--- src/rtl/id_stage_pipe_if.sv ---
// Bus between the IF/ID register, the decode stage and the EX stage.
// The slave modport is the decode stage; the master modport is its environment.
interface id_stage_pipe_if #(
   parameter int DATA_W = 32,
   parameter int REG_AW = 5
);
   logic [31:0]       instruction;
   logic [DATA_W-1:0] pc_in;
   logic [DATA_W-1:0] reg1;
   logic [DATA_W-1:0] reg2;
   logic              ex_hold;
   logic [REG_AW-1:0] mem_dest;
   logic              mem_wb_en;

   logic [REG_AW-1:0] src1;
   logic [REG_AW-1:0] src2_rf;
   logic              hazard_stall;
   logic              br_taken;
   logic [DATA_W-1:0] br_target;

   logic              ex_valid;
   logic              ex_wb_en;
   logic              ex_mem_r_en;
   logic              ex_mem_w_en;
   logic              ex_is_imm;
   logic [3:0]        ex_cmd;
   logic [DATA_W-1:0] ex_val1;
   logic [DATA_W-1:0] ex_val2;
   logic [DATA_W-1:0] ex_st_val;
   logic [REG_AW-1:0] ex_dest;
   logic [REG_AW-1:0] ex_src1;
   logic [REG_AW-1:0] ex_src2_forw;

   modport slave (
      input  instruction, pc_in, reg1, reg2, ex_hold, mem_dest, mem_wb_en,
      output src1, src2_rf, hazard_stall, br_taken, br_target,
      output ex_valid, ex_wb_en, ex_mem_r_en, ex_mem_w_en, ex_is_imm, ex_cmd,
      output ex_val1, ex_val2, ex_st_val, ex_dest, ex_src1, ex_src2_forw
   );

   modport master (
      output instruction, pc_in, reg1, reg2, ex_hold, mem_dest, mem_wb_en,
      input  src1, src2_rf, hazard_stall, br_taken, br_target,
      input  ex_valid, ex_wb_en, ex_mem_r_en, ex_mem_w_en, ex_is_imm, ex_cmd,
      input  ex_val1, ex_val2, ex_st_val, ex_dest, ex_src1, ex_src2_forw
   );
endinterface

--- src/rtl/id_stage_pipe.sv ---
// Decode stage with ID/EX register: decode, RF addressing, branch resolution,
// load-use / RAW hazard detection and optional wrong-path squash.
module id_stage_pipe #(
   parameter int DATA_W       = 32,
   parameter int REG_AW       = 5,
   parameter int FORWARD_EN   = 1,
   parameter int SQUASH_IN_ID = 1
) (
   input  logic            clk,
   input  logic            rst,
   id_stage_pipe_if.slave  bus
);

   localparam logic [5:0] OP_NOP  = 6'd0;
   localparam logic [5:0] OP_ADD  = 6'd1;
   localparam logic [5:0] OP_SUB  = 6'd3;
   localparam logic [5:0] OP_AND  = 6'd5;
   localparam logic [5:0] OP_OR   = 6'd6;
   localparam logic [5:0] OP_NOR  = 6'd7;
   localparam logic [5:0] OP_XOR  = 6'd8;
   localparam logic [5:0] OP_SLA  = 6'd9;
   localparam logic [5:0] OP_SLL  = 6'd10;
   localparam logic [5:0] OP_SRA  = 6'd11;
   localparam logic [5:0] OP_SRL  = 6'd12;
   localparam logic [5:0] OP_ADDI = 6'd32;
   localparam logic [5:0] OP_SUBI = 6'd33;
   localparam logic [5:0] OP_LD   = 6'd36;
   localparam logic [5:0] OP_ST   = 6'd37;
   localparam logic [5:0] OP_BEZ  = 6'd40;
   localparam logic [5:0] OP_BNE  = 6'd41;
   localparam logic [5:0] OP_JMP  = 6'd42;

   typedef struct packed {
      logic              valid;
      logic              wb_en;
      logic              mem_r_en;
      logic              mem_w_en;
      logic              is_imm;
      logic [3:0]        cmd;
      logic [DATA_W-1:0] val1;
      logic [DATA_W-1:0] val2;
      logic [DATA_W-1:0] st_val;
      logic [REG_AW-1:0] dest;
      logic [REG_AW-1:0] src1;
      logic [REG_AW-1:0] src2_forw;
   } ex_t;

   function automatic ex_t bubble();
      ex_t b;
      b     = '0;
      b.cmd = 4'd1;
      return b;
   endfunction

   function automatic logic signed [DATA_W-1:0] sext(input logic signed [15:0] imm);
      return DATA_W'(imm);
   endfunction

   // Instruction register fields are 5 bits; wider address spaces are zero-filled.
   function automatic logic [REG_AW-1:0] to_addr(input logic [4:0] f);
      logic [REG_AW-1:0] a;
      a      = '0;
      a[4:0] = f;
      return a;
   endfunction

   function automatic logic src_hit(
      input logic [REG_AW-1:0] a,
      input ex_t               ex,
      input logic [REG_AW-1:0] md,
      input logic              mwb,
      input logic              is_cond_br
   );
      logic ex_match;
      ex_match = (a == ex.dest);
      return (a != '0) &&
             ((ex_match && ex.mem_r_en) ||
              (is_cond_br && ex_match && ex.wb_en) ||
              ((FORWARD_EN == 0) && ((ex_match && ex.wb_en) || ((a == md) && mwb))));
   endfunction

   ex_t                ex_q, ex_d;
   logic               squash_q, squash_d;

   logic [5:0]         op;
   logic [3:0]         dec_cmd;
   logic               is_r, is_alui, is_ld, is_st, is_bez, is_bne, is_jmp;
   logic               dec_valid, use_src1, use_src2;
   logic [REG_AW-1:0]  f_dest, f_src1, f_src2, src2_rf;
   logic signed [DATA_W-1:0] imm_ext;
   logic               hazard, br_cond, taken;
   ex_t                dec;

   assign f_dest  = to_addr(bus.instruction[25:21]);
   assign f_src1  = to_addr(bus.instruction[20:16]);
   assign f_src2  = to_addr(bus.instruction[15:11]);
   assign imm_ext = sext(bus.instruction[15:0]);

   // A squashed instruction is decoded as opcode 0, which disables hazards and branches too.
   always_comb begin
      op      = squash_q ? OP_NOP : bus.instruction[31:26];
      dec_cmd = 4'd1;
      is_r    = 1'b0;
      is_alui = 1'b0;
      is_ld   = 1'b0;
      is_st   = 1'b0;
      is_bez  = 1'b0;
      is_bne  = 1'b0;
      is_jmp  = 1'b0;
      case (op)
         OP_ADD:          begin is_r = 1'b1; dec_cmd = 4'd0;  end
         OP_SUB:          begin is_r = 1'b1; dec_cmd = 4'd2;  end
         OP_AND:          begin is_r = 1'b1; dec_cmd = 4'd4;  end
         OP_OR:           begin is_r = 1'b1; dec_cmd = 4'd5;  end
         OP_NOR:          begin is_r = 1'b1; dec_cmd = 4'd6;  end
         OP_XOR:          begin is_r = 1'b1; dec_cmd = 4'd7;  end
         OP_SLA, OP_SLL:  begin is_r = 1'b1; dec_cmd = 4'd8;  end
         OP_SRA:          begin is_r = 1'b1; dec_cmd = 4'd9;  end
         OP_SRL:          begin is_r = 1'b1; dec_cmd = 4'd10; end
         OP_ADDI:         begin is_alui = 1'b1; dec_cmd = 4'd0; end
         OP_SUBI:         begin is_alui = 1'b1; dec_cmd = 4'd2; end
         OP_LD:           begin is_ld = 1'b1; dec_cmd = 4'd0; end
         OP_ST:           begin is_st = 1'b1; dec_cmd = 4'd0; end
         OP_BEZ:          is_bez = 1'b1;
         OP_BNE:          is_bne = 1'b1;
         OP_JMP:          is_jmp = 1'b1;
         default:         dec_cmd = 4'd1;
      endcase
      dec_valid = is_r | is_alui | is_ld | is_st | is_bez | is_bne | is_jmp;
      use_src1  = dec_valid & ~is_jmp;
      use_src2  = is_r | is_st | is_bne;
      src2_rf   = (is_st | is_bne) ? f_dest : f_src2;
   end

   always_comb begin
      hazard  = (use_src1 && src_hit(f_src1, ex_q, bus.mem_dest, bus.mem_wb_en, is_bez | is_bne)) ||
                (use_src2 && src_hit(src2_rf, ex_q, bus.mem_dest, bus.mem_wb_en, is_bez | is_bne));
      br_cond = (is_bez && (bus.reg1 == '0)) ||
                (is_bne && (bus.reg1 != bus.reg2)) ||
                is_jmp;
      taken   = br_cond && !hazard && !bus.ex_hold && !squash_q;
   end

   always_comb begin
      dec = bubble();
      if (dec_valid) begin
         dec.valid     = 1'b1;
         dec.wb_en     = is_r | is_alui | is_ld;
         dec.mem_r_en  = is_ld;
         dec.mem_w_en  = is_st;
         dec.is_imm    = is_alui | is_ld | is_st;
         dec.cmd       = dec_cmd;
         dec.val1      = bus.reg1;
         dec.val2      = dec.is_imm ? $unsigned(imm_ext) : bus.reg2;
         dec.st_val    = bus.reg2;
         dec.dest      = f_dest;
         dec.src1      = f_src1;
         dec.src2_forw = dec.is_imm ? '0 : f_src2;
      end
   end

   // Hold beats bubble beats load.
   always_comb begin
      if (bus.ex_hold)
         ex_d = ex_q;
      else if (hazard || squash_q)
         ex_d = bubble();
      else
         ex_d = dec;

      squash_d = 1'b0;
      if (SQUASH_IN_ID != 0)
         squash_d = bus.ex_hold ? squash_q : taken;
   end

   // ---- ID/EX register boundary ----
   always_ff @(posedge clk) begin
      if (rst) begin
         ex_q     <= bubble();
         squash_q <= 1'b0;
      end else begin
         ex_q     <= ex_d;
         squash_q <= squash_d;
      end
   end

   assign bus.src1         = f_src1;
   assign bus.src2_rf      = src2_rf;
   assign bus.hazard_stall = hazard;
   assign bus.br_taken     = taken;
   assign bus.br_target    = bus.pc_in + $unsigned(imm_ext);

   assign bus.ex_valid     = ex_q.valid;
   assign bus.ex_wb_en     = ex_q.wb_en;
   assign bus.ex_mem_r_en  = ex_q.mem_r_en;
   assign bus.ex_mem_w_en  = ex_q.mem_w_en;
   assign bus.ex_is_imm    = ex_q.is_imm;
   assign bus.ex_cmd       = ex_q.cmd;
   assign bus.ex_val1      = ex_q.val1;
   assign bus.ex_val2      = ex_q.val2;
   assign bus.ex_st_val    = ex_q.st_val;
   assign bus.ex_dest      = ex_q.dest;
   assign bus.ex_src1      = ex_q.src1;
   assign bus.ex_src2_forw = ex_q.src2_forw;

endmodule

--- src/flat_wrapper.sv ---
// flat-port wrapper written by rule: the top's interface ports become plain ports
module id_stage_pipe_flat 
#(
   parameter int DATA_W       = 32,
   parameter int REG_AW       = 5,
   parameter int FORWARD_EN   = 1,
   parameter int SQUASH_IN_ID = 1
)
  (clk, rst, bus_instruction, bus_pc_in, bus_reg1, bus_reg2, bus_ex_hold, bus_mem_dest, bus_mem_wb_en, bus_src1, bus_src2_rf, bus_hazard_stall, bus_br_taken, bus_br_target, bus_ex_valid, bus_ex_wb_en, bus_ex_mem_r_en, bus_ex_mem_w_en, bus_ex_is_imm, bus_ex_cmd, bus_ex_val1, bus_ex_val2, bus_ex_st_val, bus_ex_dest, bus_ex_src1, bus_ex_src2_forw);
  id_stage_pipe_if #(.DATA_W(DATA_W), .REG_AW(REG_AW)) bus_i ();
  input  logic clk;
  input  logic rst;
  input wire logic [$bits(bus_i.instruction)-1:0] bus_instruction;
  input wire logic [$bits(bus_i.pc_in)-1:0] bus_pc_in;
  input wire logic [$bits(bus_i.reg1)-1:0] bus_reg1;
  input wire logic [$bits(bus_i.reg2)-1:0] bus_reg2;
  input wire logic [$bits(bus_i.ex_hold)-1:0] bus_ex_hold;
  input wire logic [$bits(bus_i.mem_dest)-1:0] bus_mem_dest;
  input wire logic [$bits(bus_i.mem_wb_en)-1:0] bus_mem_wb_en;
  output wire logic [$bits(bus_i.src1)-1:0] bus_src1;
  output wire logic [$bits(bus_i.src2_rf)-1:0] bus_src2_rf;
  output wire logic [$bits(bus_i.hazard_stall)-1:0] bus_hazard_stall;
  output wire logic [$bits(bus_i.br_taken)-1:0] bus_br_taken;
  output wire logic [$bits(bus_i.br_target)-1:0] bus_br_target;
  output wire logic [$bits(bus_i.ex_valid)-1:0] bus_ex_valid;
  output wire logic [$bits(bus_i.ex_wb_en)-1:0] bus_ex_wb_en;
  output wire logic [$bits(bus_i.ex_mem_r_en)-1:0] bus_ex_mem_r_en;
  output wire logic [$bits(bus_i.ex_mem_w_en)-1:0] bus_ex_mem_w_en;
  output wire logic [$bits(bus_i.ex_is_imm)-1:0] bus_ex_is_imm;
  output wire logic [$bits(bus_i.ex_cmd)-1:0] bus_ex_cmd;
  output wire logic [$bits(bus_i.ex_val1)-1:0] bus_ex_val1;
  output wire logic [$bits(bus_i.ex_val2)-1:0] bus_ex_val2;
  output wire logic [$bits(bus_i.ex_st_val)-1:0] bus_ex_st_val;
  output wire logic [$bits(bus_i.ex_dest)-1:0] bus_ex_dest;
  output wire logic [$bits(bus_i.ex_src1)-1:0] bus_ex_src1;
  output wire logic [$bits(bus_i.ex_src2_forw)-1:0] bus_ex_src2_forw;
  assign bus_i.instruction = bus_instruction;
  assign bus_i.pc_in = bus_pc_in;
  assign bus_i.reg1 = bus_reg1;
  assign bus_i.reg2 = bus_reg2;
  assign bus_i.ex_hold = bus_ex_hold;
  assign bus_i.mem_dest = bus_mem_dest;
  assign bus_i.mem_wb_en = bus_mem_wb_en;
  assign bus_src1 = bus_i.src1;
  assign bus_src2_rf = bus_i.src2_rf;
  assign bus_hazard_stall = bus_i.hazard_stall;
  assign bus_br_taken = bus_i.br_taken;
  assign bus_br_target = bus_i.br_target;
  assign bus_ex_valid = bus_i.ex_valid;
  assign bus_ex_wb_en = bus_i.ex_wb_en;
  assign bus_ex_mem_r_en = bus_i.ex_mem_r_en;
  assign bus_ex_mem_w_en = bus_i.ex_mem_w_en;
  assign bus_ex_is_imm = bus_i.ex_is_imm;
  assign bus_ex_cmd = bus_i.ex_cmd;
  assign bus_ex_val1 = bus_i.ex_val1;
  assign bus_ex_val2 = bus_i.ex_val2;
  assign bus_ex_st_val = bus_i.ex_st_val;
  assign bus_ex_dest = bus_i.ex_dest;
  assign bus_ex_src1 = bus_i.ex_src1;
  assign bus_ex_src2_forw = bus_i.ex_src2_forw;
  id_stage_pipe #(.DATA_W(DATA_W), .REG_AW(REG_AW), .FORWARD_EN(FORWARD_EN), .SQUASH_IN_ID(SQUASH_IN_ID)) u_core (.clk(clk), .rst(rst), .bus(bus_i));
endmodule
--- config.mk ---
export PLATFORM = sky130hd
export DESIGN_NAME = id_stage_pipe_flat
export DESIGN_NICKNAME = d
export VERILOG_FILES = /design/src/rtl/id_stage_pipe_if.sv /design/src/rtl/id_stage_pipe.sv /design/src/flat_wrapper.sv
export SDC_FILE = /design/constraint.sdc
export NUM_CORES = 1
export LEC_CHECK = 0
export CAP_MARGIN = 30
export CORE_AREA = 2 2 117 119
export CTS_CLUSTER_DIAMETER = 150
export CTS_CLUSTER_SIZE = 40
export DETAILED_ROUTE_END_ITERATION = 12
export DIE_AREA = 0 0 119 121
export DONT_BUFFER_PORTS = 1
export GPL_ROUTABILITY_DRIVEN = 0
export REMOVE_ABC_BUFFERS = 1
export SLEW_MARGIN = 20
export SYNTH_ARGS = -nofsm -noshare
export SYNTH_HDL_FRONTEND = slang
export SYNTH_SLANG_ARGS = --single-unit
--- constraint.sdc ---
create_clock -name clk -period 13.3 [get_ports clk]
set_input_delay 3.99 -clock clk [delete_from_list [all_inputs] [get_ports clk]]
set_output_delay 3.99 -clock clk [all_outputs]
set_load 0.02 [all_outputs]
==> metrics.txt <==
Sequential Power Share 39.2%; cell area after synthesis 0.006516 mm²; synthesized instance count 703; critical path type in -> out; antenna-violating nets left 0; placed cells 840; status finished, final reports clean; Tmin final 11.14 ns; worst hold path type reg -> reg; gr ovfl total 0; wl on met1 7786 µm; Layout area overhead 10.00%; final instance area 0.007168 mm²; H-tree depth 4; Final Non-Filler Cells 873; CTS tree yes; sw frac 29.20%; post-cts resize count 0; via/cell ratio 6.253; Max Cap Violations 0; setup TNS 0 ns; Pleak 2.820 nW; clk slew on worst S/H paths 0.06 ns; clock buffer depth 2; chip width 119 µm; die height 121 µm; # IOs 301; cell-internal power 0.7169 mW; hold_buf cts 0; unrepaired setup endpoints after global routing false; Crit path arrival time 7.15 ns; 1st-iter DRT viols 396; # rows 42; drt drc 0; die area 0.01440 mm²; number of post-CTS setup repair buffers 0; initial antenna violation count 0; fin crit share 83.77%; clock power share 44.9%; Setup crit end kind output port; Final setup viols 0; Net Switching 0.2957 mW; Worst-Margin Slew 0.8542 ns; met2 routed WL 9424 µm; total power 1.013 mW; Worst-Skew Late Latency 0.42 ns; IO buf count 0; worst setup margin 2.159 ns; GRT Util Overall 26.27%; largest net degree at the start of global routing 64; register bit total from synthesis 121; register area share after synthesis 37.17%; via count 5,459; FFs w/ async S/R, synth 0%; Worst Path Max Fanout 4; Worst slew margin 42.87%; Worst VDD drop 0.00007573 V; Starting Density 49.80%; Synth Area per Inst 9.269 µm²; met3 wire len 1906 µm; main flop type after synthesis dfxtp_1; Req. time, crit path 9.31 ns; Fin Clk Skew 0.009296 ns; EDFF count, synth 0; startpoint types primary input; count of cell types in the netlist 61; clock sink total 121; share of cells above drive strength 1 8.178%; first-pass GRT wire length 29,500 µm; final slew viol count 0; Final Hold Vio Count 0; vias in the first global route 5,274; Power Dens Cells 141.3 mW/mm²; core area 0.01309 mm²; power share of the combinational group 15.9%; Ys Warns 0; Routed Wire Length 19,630 µm; Inserted Clock Buffers 17; CTS Root Cell clkbuf_16; first-pass iteration count of the detailed router 7; placed wire-length estimate 14,930 µm; WL per Instance 22.48 µm; f_max 89.76 MHz; Cell Area, Placed 0.006553 mm²; Final #Nets 853; uppermost layer routed met4; number of diodes 0; Setup WS pre-CTS 2.186 ns
==> synthesized netlist by cell type (all sizes together) (11+ instances only) <==
master	instances	area, µm²
a22o	79	691.9
dfxtp	121	2422
buf	18	161.4
nand2	49	183.9
ha	31	387.9
nand4	15	100.1
a21oi	59	295.3
nor2	34	135.1
mux2i	16	160.2
nor4	17	106.4
xor2	11	96.34
clkbuf	26	97.59
inv	11	41.29
o21ai	55	275.3
xnor2	60	525.5
a21o	13	97.59
==> power groups by stage <==
stage / logic, mW / registers (mW) / clock network (mW)
floorplan: 0.135 / 0.401 / 0
global placement: 0.155 / 0.405 / 0
detailed placement: 0.160 / 0.405 / 0
CTS: 0.161 / 0.397 / 0.460
global route: 0.175 / 0.398 / 0.476
finish: 0.161 / 0.397 / 0.455
==> registers in the layout (all words and copies together), names as in the netlist <==
signal / count
u_core.bus.ex_val1: 32
u_core.bus.ex_wb_en: 1
u_core.bus.ex_cmd: 4
u_core.squash_q: 1
u_core.bus.ex_is_imm: 1
u_core.bus.ex_val2: 32
u_core.bus.ex_mem_w_en: 1
u_core.bus.ex_src1: 5
u_core.bus.ex_valid: 1
u_core.bus.ex_st_val: 32
u_core.bus.ex_mem_r_en: 1
u_core.bus.ex_src2_forw: 5
u_core.bus.ex_dest: 5
==> cells in the final DEF (no fill, tap or decap), types with 13 or more instances in the layout <==
cell type	count
a21o_1	13
a21oi_1	59
a22o_1	79
clkbuf_16	17
dfxtp_1	121
ha_1	31
mux2i_1	16
nand2_1	49
nand4_1	14
nor2_1	32
nor4_1	17
o21ai_0	49
xnor2_1	60
==> layer usage <==
layer	track usage [%]	vias up
li1	-	2569
met1	30.05	2585
met2	44.58	269
met3	10.20	36
met4	9.524	0
met5	0	-
==> logic make-up after synthesis <==
| group | Yosys count | synth area share, % |
|---|---|---|
| compound gates | 243 | 25.73 |
| xor+xnor | 71 | 9.543 |
| fa+ha+maj | 32 | 6.260 |
| buf+inv | 55 | 4.608 |
| flops | 121 | 37.17 |
| mux | 21 | 3.552 |
| simple gates | 160 | 13.13 |
==> through the flow <==
stage / util, % / hold slack [ns]
floorplan: - / 0.5162
global placement: 49.87 / 0.5360
detailed placement: 50.08 / 0.5389
CTS: 54.57 / 0.5468
global route: 54.78 / 0.5789
finish: 54.78 / 0.5464
==> critical path: stages <==
cell	delay, ns
ha_1	0.28
a211oi_1	0.35
o21ai_0	0.23
a2111oi_0	0.78
nor4_1	0.18
o41ai_2	0.47
o31ai_1	0.20
a311oi_1	0.68
==> cell type report <==
class / count / area [µm²]
Clock inverter: 13 / 145.1
Tap cell: 176 / 220.2
Clock buffer: 19 / 442.9
Timing Repair Buffer: 6 / 85.08
Fill cell: 1169 / 5917
Inverter: 11 / 41.29
Multi-Input combinational cell: 527 / 3811
Sequential cell: 121 / 2422
==> worst paths after layout <==
| kind | startpoint | to | slack [ns] | depth (start not counted) |
|---|---|---|---|---|
| max | bus_pc_in[1] | bus_br_target[31] | 2.16 | 8 |
| min | u_core.bus.ex_cmd[3] | u_core.bus.ex_cmd[3] | 0.55 | 2 |
| max reg2reg | u_core.squash_q | u_core.bus.ex_st_val[6] | 9.58 | 8 |
| min reg2reg | u_core.bus.ex_cmd[3] | u_core.bus.ex_cmd[3] | 0.55 | 2 |
No activity file was read; power rests on OpenSTA's default activity.
